File: src/rtl/legv8_pkg.sv
// rtl/legv8_pkg.sv - shared types for the LEGv8 MEM stage
package legv8_pkg;

  localparam int REGW = 5;

  typedef enum logic [1:0] {IDLE, ACCESS, RETIRE} mem_state_t;

  typedef struct packed {
    logic RegWrite;
    logic MemtoReg;
    logic MemRead;
    logic MemWrite;
    logic Branch;
  } mem_ctrl_t;

endpackage

File: src/rtl/memory_access_if.sv
// rtl/memory_access_if.sv - req/ack data memory bus between MEM stage and data memory
interface memory_access_if #(parameter int N = 64) ();

  logic         dm_req;
  logic         dm_we;
  logic [N-1:0] dm_addr;
  logic [N-1:0] dm_wdata;
  logic         dm_ack;
  logic [N-1:0] dm_rdata;

  modport master (output dm_req, dm_we, dm_addr, dm_wdata, input dm_ack, dm_rdata);
  modport slave  (input dm_req, dm_we, dm_addr, dm_wdata, output dm_ack, dm_rdata);

endinterface

File: src/rtl/memory_access_flopre.sv
// rtl/memory_access_flopre.sv - W-bit flop with async active-low reset and load enable
module flopre #(
  parameter int W = 64
) (
  input  logic         clk,
  input  logic         reset,
  input  logic         en,
  input  logic [W-1:0] d,
  output logic [W-1:0] q
);

  always_ff @(posedge clk or negedge reset) begin
    if (!reset)  q <= '0;
    else if (en) q <= d;
  end

endmodule

File: src/rtl/memory_access.sv
// rtl/memory_access.sv - LEGv8 MEM stage: EX/MEM register, branch resolve,
// variable-latency data memory handshake and one-cycle writeback hand-off
module memory_access #(
  parameter int N    = 64,
  parameter int REGW = legv8_pkg::REGW
) (
  input  logic            clk,
  input  logic            reset,
  input  logic            valid_E,
  output logic            ready_M,
  input  logic            flush_M,
  input  logic            Branch_E,
  input  logic            MemRead_E,
  input  logic            MemWrite_E,
  input  logic            RegWrite_E,
  input  logic            MemtoReg_E,
  input  logic [REGW-1:0] writeReg_E,
  input  logic [N-1:0]    PCBranch_E,
  input  logic [N-1:0]    aluResult_E,
  input  logic [N-1:0]    writeData_E,
  input  logic            zero_E,
  output logic            PCSrc_M,
  output logic [N-1:0]    PCBranch_M,
  memory_access_if.master dm,
  output logic            misalign_M,
  output logic            valid_W,
  output logic            RegWrite_W,
  output logic            MemtoReg_W,
  output logic [REGW-1:0] writeReg_W,
  output logic [N-1:0]    aluResult_W,
  output logic [N-1:0]    readData_W
);

  import legv8_pkg::*;

  localparam int EXW = $bits(mem_ctrl_t) + 1 + REGW + 3 * N;

  mem_state_t      state, state_n;
  mem_ctrl_t       ctrl_E, ctrl_M;
  logic            zero_M;
  logic [REGW-1:0] writeReg_M;
  logic [N-1:0]    aluResult_M, writeData_M;
  logic [EXW-1:0]  exmem_q;
  logic            transfer, first_M, squash, rd_capture;

  assign ctrl_E = '{RegWrite: RegWrite_E, MemtoReg: MemtoReg_E, MemRead: MemRead_E,
                    MemWrite: MemWrite_E, Branch: Branch_E};

  flopre #(.W(EXW)) u_exmem (
    .clk   (clk),
    .reset (reset),
    .en    (transfer),
    .d     ({ctrl_E, zero_E, writeReg_E, PCBranch_E, aluResult_E, writeData_E}),
    .q     (exmem_q)
  );

  assign {ctrl_M, zero_M, writeReg_M, PCBranch_M, aluResult_M, writeData_M} = exmem_q;

  // Load data is zeroed on every transfer so non-loads retire with readData_W = 0.
  flopre #(.W(N)) u_memwb (
    .clk   (clk),
    .reset (reset),
    .en    (transfer | rd_capture),
    .d     (rd_capture ? dm.dm_rdata : '0),
    .q     (readData_W)
  );

  always_ff @(posedge clk or negedge reset) begin
    if (!reset) begin
      state   <= IDLE;
      first_M <= 1'b0;
      squash  <= 1'b0;
    end else begin
      state   <= state_n;
      first_M <= transfer;
      if (transfer)                         squash <= 1'b0;
      else if (flush_M && state != IDLE)    squash <= 1'b1;
    end
  end

  // ready_M is gated by reset so every output reads 0 while reset is held.
  always_comb begin
    state_n    = state;
    ready_M    = reset && (state == IDLE);
    transfer   = valid_E && ready_M;
    dm.dm_req  = 1'b0;
    dm.dm_we   = 1'b0;
    valid_W    = 1'b0;
    rd_capture = 1'b0;
    case (state)
      IDLE: begin
        if (transfer) state_n = (MemRead_E || MemWrite_E) ? ACCESS : RETIRE;
      end
      ACCESS: begin
        dm.dm_req  = 1'b1;
        dm.dm_we   = ctrl_M.MemWrite;
        rd_capture = dm.dm_ack && ctrl_M.MemRead && !squash && !flush_M;
        if (dm.dm_ack) state_n = RETIRE;
      end
      RETIRE: begin
        valid_W = !squash && !flush_M;
        state_n = IDLE;
      end
      default: state_n = IDLE;
    endcase
  end

  assign dm.dm_addr  = aluResult_M;
  assign dm.dm_wdata = writeData_M;

  assign PCSrc_M    = ctrl_M.Branch && zero_M && first_M && !squash;
  assign misalign_M = first_M && (ctrl_M.MemRead || ctrl_M.MemWrite) && (aluResult_M[2:0] != 3'b000);

  assign RegWrite_W  = ctrl_M.RegWrite;
  assign MemtoReg_W  = ctrl_M.MemtoReg;
  assign writeReg_W  = writeReg_M;
  assign aluResult_W = aluResult_M;

endmodule
File: src/flat_wrapper.sv
// flat-port wrapper written by rule: the top's interface ports become plain ports
module memory_access_flat import legv8_pkg::*;
#(
  parameter int N    = 64,
  parameter int REGW = legv8_pkg::REGW
)
  (clk, reset, valid_E, ready_M, flush_M, Branch_E, MemRead_E, MemWrite_E, RegWrite_E, MemtoReg_E, writeReg_E, PCBranch_E, aluResult_E, writeData_E, zero_E, PCSrc_M, PCBranch_M, misalign_M, valid_W, RegWrite_W, MemtoReg_W, writeReg_W, aluResult_W, readData_W, dm_dm_req, dm_dm_we, dm_dm_addr, dm_dm_wdata, dm_dm_ack, dm_dm_rdata);
  memory_access_if #(.N(N)) dm_i ();
  input  logic clk;
  input  logic reset;
  input  logic valid_E;
  output logic ready_M;
  input  logic flush_M;
  input  logic Branch_E;
  input  logic MemRead_E;
  input  logic MemWrite_E;
  input  logic RegWrite_E;
  input  logic MemtoReg_E;
  input  logic [REGW-1:0] writeReg_E;
  input  logic [N-1:0] PCBranch_E;
  input  logic [N-1:0] aluResult_E;
  input  logic [N-1:0] writeData_E;
  input  logic zero_E;
  output logic PCSrc_M;
  output logic [N-1:0] PCBranch_M;
  output logic misalign_M;
  output logic valid_W;
  output logic RegWrite_W;
  output logic MemtoReg_W;
  output logic [REGW-1:0] writeReg_W;
  output logic [N-1:0] aluResult_W;
  output logic [N-1:0] readData_W;
  output wire logic [$bits(dm_i.dm_req)-1:0] dm_dm_req;
  output wire logic [$bits(dm_i.dm_we)-1:0] dm_dm_we;
  output wire logic [$bits(dm_i.dm_addr)-1:0] dm_dm_addr;
  output wire logic [$bits(dm_i.dm_wdata)-1:0] dm_dm_wdata;
  input wire logic [$bits(dm_i.dm_ack)-1:0] dm_dm_ack;
  input wire logic [$bits(dm_i.dm_rdata)-1:0] dm_dm_rdata;
  assign dm_dm_req = dm_i.dm_req;
  assign dm_dm_we = dm_i.dm_we;
  assign dm_dm_addr = dm_i.dm_addr;
  assign dm_dm_wdata = dm_i.dm_wdata;
  assign dm_i.dm_ack = dm_dm_ack;
  assign dm_i.dm_rdata = dm_dm_rdata;
  memory_access #(.N(N), .REGW(REGW)) u_core (.clk(clk), .reset(reset), .valid_E(valid_E), .ready_M(ready_M), .flush_M(flush_M), .Branch_E(Branch_E), .MemRead_E(MemRead_E), .MemWrite_E(MemWrite_E), .RegWrite_E(RegWrite_E), .MemtoReg_E(MemtoReg_E), .writeReg_E(writeReg_E), .PCBranch_E(PCBranch_E), .aluResult_E(aluResult_E), .writeData_E(writeData_E), .zero_E(zero_E), .PCSrc_M(PCSrc_M), .PCBranch_M(PCBranch_M), .dm(dm_i), .misalign_M(misalign_M), .valid_W(valid_W), .RegWrite_W(RegWrite_W), .MemtoReg_W(MemtoReg_W), .writeReg_W(writeReg_W), .aluResult_W(aluResult_W), .readData_W(readData_W));
endmodule
File: config.mk
export PLATFORM = sky130hd
export DESIGN_NAME = memory_access_flat
export DESIGN_NICKNAME = d
export VERILOG_FILES = /design/src/rtl/legv8_pkg.sv /design/src/rtl/memory_access_if.sv /design/src/rtl/memory_access_flopre.sv /design/src/rtl/memory_access.sv /design/src/flat_wrapper.sv
export SDC_FILE = /design/constraint.sdc
export NUM_CORES = 1
export LEC_CHECK = 0
export CORE_AREA = 2 2 237 239
export DETAILED_ROUTE_END_ITERATION = 8
export DIE_AREA = 0 0 239 241
export PLACE_DENSITY_LB_ADDON = 0.3
export SKIP_CTS_REPAIR_TIMING = 1
export SLEW_MARGIN = 5
export SYNTH_ARGS = -nofsm -noshare
export SYNTH_HDL_FRONTEND = slang
export SYNTH_HIERARCHICAL = 1
export SYNTH_SLANG_ARGS = --single-unit
export TNS_END_PERCENT = 100
File: constraint.sdc
create_clock -name clk -period 2.25 [get_ports clk]
set_input_delay 0.5625 -clock clk [delete_from_list [all_inputs] [get_ports clk]]
set_output_delay 0.5625 -clock clk [all_outputs]
set_load 0.02 [all_outputs]
==> Word level (Yosys, flattened, before mapping) <==
Cells that the tools add are included.
{ "op_classes": {"n_eq_ne": 4, "muxes": 11, "bitwise": 1, "reduce_logical": 21} }
{ "ops": {"columns": ["operator", "count"], "rows": [
  ["64-bit 2-to-1 mux", 1],
  ["1-bit logical AND", 12],
  ["1-bit 2-to-1 mux", 6],
  ["2-bit 2-to-1 mux", 3],
  ["2-bit case mux with 2 select lines", 1],
  ["2-bit nonzero test", 2],
  ["3-bit nonzero test", 1],
  ["2-bit by 1-bit == test with 1-bit output (second input constant)", 1],
  ["2-bit == test (second input constant)", 1],
  ["1-bit logical NOT", 2],
  ["2-bit logical NOT", 1],
  ["1-bit logical OR", 2],
  ["2-bit by 1-bit != test with 1-bit output (second input constant)", 1],
  ["2-bit != test (second input constant)", 1],
  ["2-bit AND reduction", 1],
  ["1-bit OR", 1]
]} }
{ "totals": {"register_bits": 271, "inputBits": 272, "out_inout_bits": 333, "word_cells": 42} }

==> Depth between registers and ports, before layout <==
Gate-level depths: netlist of run 1.
{ "logic_depth": {"word_depth": 5, "mapped_depth": 6, "depth_no_buf": 3} }

==> By module <==
The synthesis of run 1 kept the hierarchy.
{ "by_module_without_submodules": {"columns": ["mod", "n_inst", "cells_per_inst", "area_per_inst_um2", "seq_area_each_um2"], "rows": [
  ["flopre at u_core.u_exmem", 1, 429, 8247.9, 5079.9],
  ["flopre at u_core.u_memwb", 1, 135, 2678.8, 1601.5],
  ["memory_access", 1, 229, 1642.8, 100.1]
]} }

==> Least setup slack after synthesis of run 1 <==
Ideal clock, no wire load.
{ "synth_timing": {"kind": "input to register", "start": "input flush_M", "end": "register u_core.u_memwb.q[10]", "setup_time_ns": 0.125, "t_arrival_ns": 1.784, "t_required_ns": 2.125, "path_slack_ns": 0.340, "path_stages": 6, "n_path_buf": 3, "cell_sequence": "nand4bb_1 > buf_2 > o21ai_0 > buf_6 > buf_12 > mux2_4"} }
{ "synth_between": {"elab_chain_len": 4, "elab_cells_between_ends": 5, "cone_classes": "2 x mux; 1 x bitwise; 2 x reduce/logical"} }
{ "synth_lines": {"columns": ["item", "line_no", "rtl"], "rows": [
  ["start: declaration", "flat_wrapper.sv:13", "input logic flush_M;"],
  ["1-bit logical NOT *", "memory_access.sv:97", "rd_capture = dm.dm_ack && ctrl_M.MemRead && !squash && !flush_M;"],
  ["1-bit logical AND *", "memory_access.sv:97", null],
  ["1-bit 2-to-1 mux *", "memory_access.sv:90", "case (state)"],
  ["64-bit 2-to-1 mux / 1-bit OR (equally long branches)", "memory_access.sv:64, memory_access.sv:63", null],
  ["end signal: assignment", "memory_access_flopre.sv:13", "if (!reset) q <= '0;"],
  ["end signal: assignment", "memory_access_flopre.sv:14", "else if (en) q <= d;"],
  ["end: declaration", "memory_access_flopre.sv:9", "output logic [W-1:0] q"]
]} }
Mark *: on every way between the ends. The rest lies on a longest branch, timed or not.
A chain may end at the register's enable or synchronous reset.

==> Worst setup path in the final report of run 1 <==
{ "layout_timing": {"start": "register u_core.u_exmem.q[86]", "end": "output dm_dm_addr[22]"} }
{ "layout_rtl": {"columns": ["item", "line_no", "rtl"], "rows": [
  ["start: declaration", "memory_access_flopre.sv:9", null],
  ["start signal: assignment", "memory_access_flopre.sv:13", null],
  ["start signal: assignment", "memory_access_flopre.sv:14", null],
  ["end: declaration", "flat_wrapper.sv:35", "output wire logic [$bits(dm_i.dm_addr)-1:0] dm_dm_addr;"]
]} }
No word-level cell between the ends.

==> flow_summary.ini, run 1 <==
[clock_tree]
cts.sinks = 271
htreeDepth = 2
path_clk_slew_ns = 0.06
insertion_delay_ns = 0.53
cts_tree = built
clock-root-buffer = clkbuf_16
cts_buffer_depth = 3
numCtsBuffers = 35

[worst_setup_path]
cp-startpoint = u_core/u_exmem/q[86]$_DFFE_PN0P_
cp_num_buf_inv = 1
crit_family = buffers and inverters
reg2reg_slack_ns = 0.39
endpoint = dm_dm_addr[22]
timing.rr.start = u_core/state[0]$_DFFE_PN0P_
cpPeakStageDelay_ns = 0.65
reg2reg_depth = 5
cp_num_cells = 1
start_kind = flop
timing.rr.end = u_core/u_exmem/q[16]$_DFFE_PN0P_
worstPathCellList = clkdlybuf4s50_1
cp.arrival_ns = 1.62
critical_path.max_fanout = 3
cpMaxStageDelayCell = clkdlybuf4s50_1
end_kind = output port
worst_ep_required_time_ns = 1.69
worstSetupPathType = flop to output port

[sta]
tightest_slew_ns = 0.618
drv_slew = 0
post-route-period-util = 0.971
fin_skew_ns = 0.00760
post-route-min-period_ns = 2.19
tns_ns = 0
hold_violations = 0
maxSlewHeadroom = 0.588
fmax_mhz = 458
rsz0062_at_grt = no
hold_slack_ns = 0.0588
setup_viol = 0

[power]
combPwrFrac = 0.380
p_clk_frac = 0.279
p_leak_nw = 8.78
netSwitchingPower_mw = 6.19
irDropWorstVdd_mv = 0.465
seqPwrFrac = 0.342
power.density_nw_per_um2 = 969
internal-power_mw = 13.3
swShare = 0.317

[logic_synthesis]
avgSynthCellArea_um2 = 15.9
synthCells = 793
synth.most_common_cell = dfrtp_1
synth_top_area_frac = 0.540
synthArstFlopShare = 1.00
netlist_top_cells_count = dfrtp_1 (271), mux2_4 (230), inv_1 (66)
synth_top_cell_by_area = dfrtp_1
synth_edf_count = 0
synthTopCellsByArea = dfrtp_1 (54%), mux2_4 (27%), nor3_2 (4.0%), buf_4 (3.8%), mux2_2 (3.3%)
synth_seq_cells = 271
synth_cell_types = 24
syn_area_um2 = 12600
syn_nets = 1065
ys.flop_type = dfrtp_1
yosysSeqAreaShare = 0.540
ys_warn_count = 6

[placement]
gp_congestion = 0.764
place_hpwl_mm = 29.2
port_buffers = 604

[final_layout]
area_growth_pct = 60.5
multi_input_area_um2 = 4590
fillCellCount = 5332
antenna_cells = 0
drive_above_1_share = 0.301
ff_latch_area_um2 = 6780
fin_nets = 1635

[floorplanning]
ios = 605
die_y_um = 241
die_w_um = 239
core_um2 = 54900
row_count = 86
initial_core_util = 0.229
die-area_um2 = 57600

[route]
routed_wl_mm = 39.0
ant_nets = 0
vias = 8241
routed_via_density = 3.94
drt_iter0_markers = 268
drcViolationCount = 0
wl_per_cell_um = 18.6
drtPass1Iterations = 4

[global_route]
gr-total-overflow = 0
grt_pass1_vias = 8840
grt_pass1_wl_mm = 56.9
antenna_found_initial = 3
grt_use_total = 0.131
grt_max_degree = 106

[hold_path]
hold_path_class = primary input to async pin

[outcome]
outcome = finished clean

[run]
maxCapViolCount = 0
metal layers:
metal	vias up	share of wire	track usage	wire, um
met2	339	0.51	0.232	20000
met1	4089	0.37	0.145	14600
li1	3756	-	-	-
met5	-	0.00046	0	18
met4	4	0.022	0.0415	876
met3	53	0.089	0.0479	3470
cell families (layout without fill, tap and decap cells):
group | after synthesis | in the layout | share of synthesized area
DFF | 271 | 271 | 0.540
muxes | 267 | 267 | 0.308
buffers and inverters | 175 | 770 | 0.0980
and+or+nand+nor | 74 | 74 | 0.0518
AOI/OAI and AO/OA | 6 | 6 | 0.00279
stage by stage:
step,instances,instance area (um2),setup WS [ns],util,power (mW)
floorplan,793,12600,0.340,-,10.7
global placement,2030,19000,-0.313,0.347,14.2
detailed placement,2030,19000,-0.269,0.347,14.2
CTS,2092,20200,-0.360,0.367,19.9
global route,2092,20200,0.0162,0.368,20.5
finish,2092,20200,0.0646,0.368,19.5
worst register-to-register path: stages, from the launching register on:
cell and delay (ns):
dfrtp_1 0.45, nand4bb_1 0.23, buf_4 0.18, inv_8 0.20, buf_12 0.30, mux2_2 0.38
worst min-delay path by stage:
stage | slack, ns | depth (start not counted) | endpoint
final | 0.06 | 2 | u_core/u_exmem/q[196]$_DFFE_PN0P_
after detailed placement | 0.49 | 1 | u_core/u_exmem/q[183]$_DFFE_PN0P_
after floorplan | 0.27 | 0 | u_core/first_M$_DFF_PN0_
after global routing | 0.08 | 2 | u_core/u_exmem/q[22]$_DFFE_PN0P_
after global placement | 0.49 | 1 | u_core/u_exmem/q[17]$_DFFE_PN0P_
after CTS | 0.05 | 2 | u_core/u_exmem/q[196]$_DFFE_PN0P_
state kept, by name, indices dropped and copies added (netlist names):
register	flops
u_core/u_exmem/q	203
u_core/u_memwb/q	64
u_core/state	2
u_core/first_M	1
u_core/squash	1
final cells by class:
class | count | area share
flip-flops and latches | 271 | 0.336
repair buffers | 641 | 0.324
multi-input cells | 347 | 0.228
clock buffers | 53 | 0.0512
well taps | 704 | 0.0437
inverters | 67 | 0.0128
clock inverters | 9 | 0.00440
power groups by stage:
| stage | sequential (mW) | clock [mW] | combinational, mW |
|---|---|---|---|
| floorplan | 7.85 | 0 | 2.89 |
| global placement | 6.72 | 0 | 7.48 |
| detailed placement | 6.75 | 0 | 7.49 |
| CTS | 6.70 | 5.67 | 7.53 |
| global route | 6.82 | 5.90 | 7.77 |
| finish | 6.68 | 5.45 | 7.42 |
cells in the final DEF (no fill, tap or decap), types with 2 or more instances in the layout:
| cell | n |
|---|---|
| o21ai_0 | 2 |
| buf_12 | 16 |
| inv_1 | 65 |
| clkinv_2 | 3 |
| clkbuf_1 | 9 |
| inv_6 | 3 |
| dfrtp_2 | 2 |
| buf_4 | 21 |
| nor2_1 | 2 |
| clkbuf_16 | 35 |
| clkdlybuf4s50_1 | 594 |
| dlymetal6s2s_1 | 7 |
| mux2_4 | 230 |
| nor3_1 | 15 |
| clkinv_4 | 2 |
| clkbuf_8 | 9 |
| dfrtp_1 | 269 |
| mux2_2 | 37 |
| nor3_2 | 50 |
| clkbuf_2 | 2 |
No activity file was read; power rests on OpenSTA's default activity.
==> run 2, diff against run 1 <==
--- a/config.mk
+++ b/config.mk
@@ -10,7 +10,6 @@
 export DIE_AREA = 0 0 239 241
 export PLACE_DENSITY_LB_ADDON = 0.3
 export SKIP_CTS_REPAIR_TIMING = 1
-export SLEW_MARGIN = 5
 export SYNTH_ARGS = -nofsm -noshare
 export SYNTH_HDL_FRONTEND = slang
 export SYNTH_HIERARCHICAL = 1
==> results of run 2 <==
The final DEF is identical to that of run 1; final timing and power are the same.
==> run 3, diff against run 2 <==
--- a/config.mk
+++ b/config.mk
@@ -14,4 +14,4 @@
 export SYNTH_HDL_FRONTEND = slang
 export SYNTH_HIERARCHICAL = 1
 export SYNTH_SLANG_ARGS = --single-unit
-export TNS_END_PERCENT = 100
+export TNS_END_PERCENT = 50
==> results of run 3 <==
The final DEF is identical to that of run 1; final timing and power are the same.
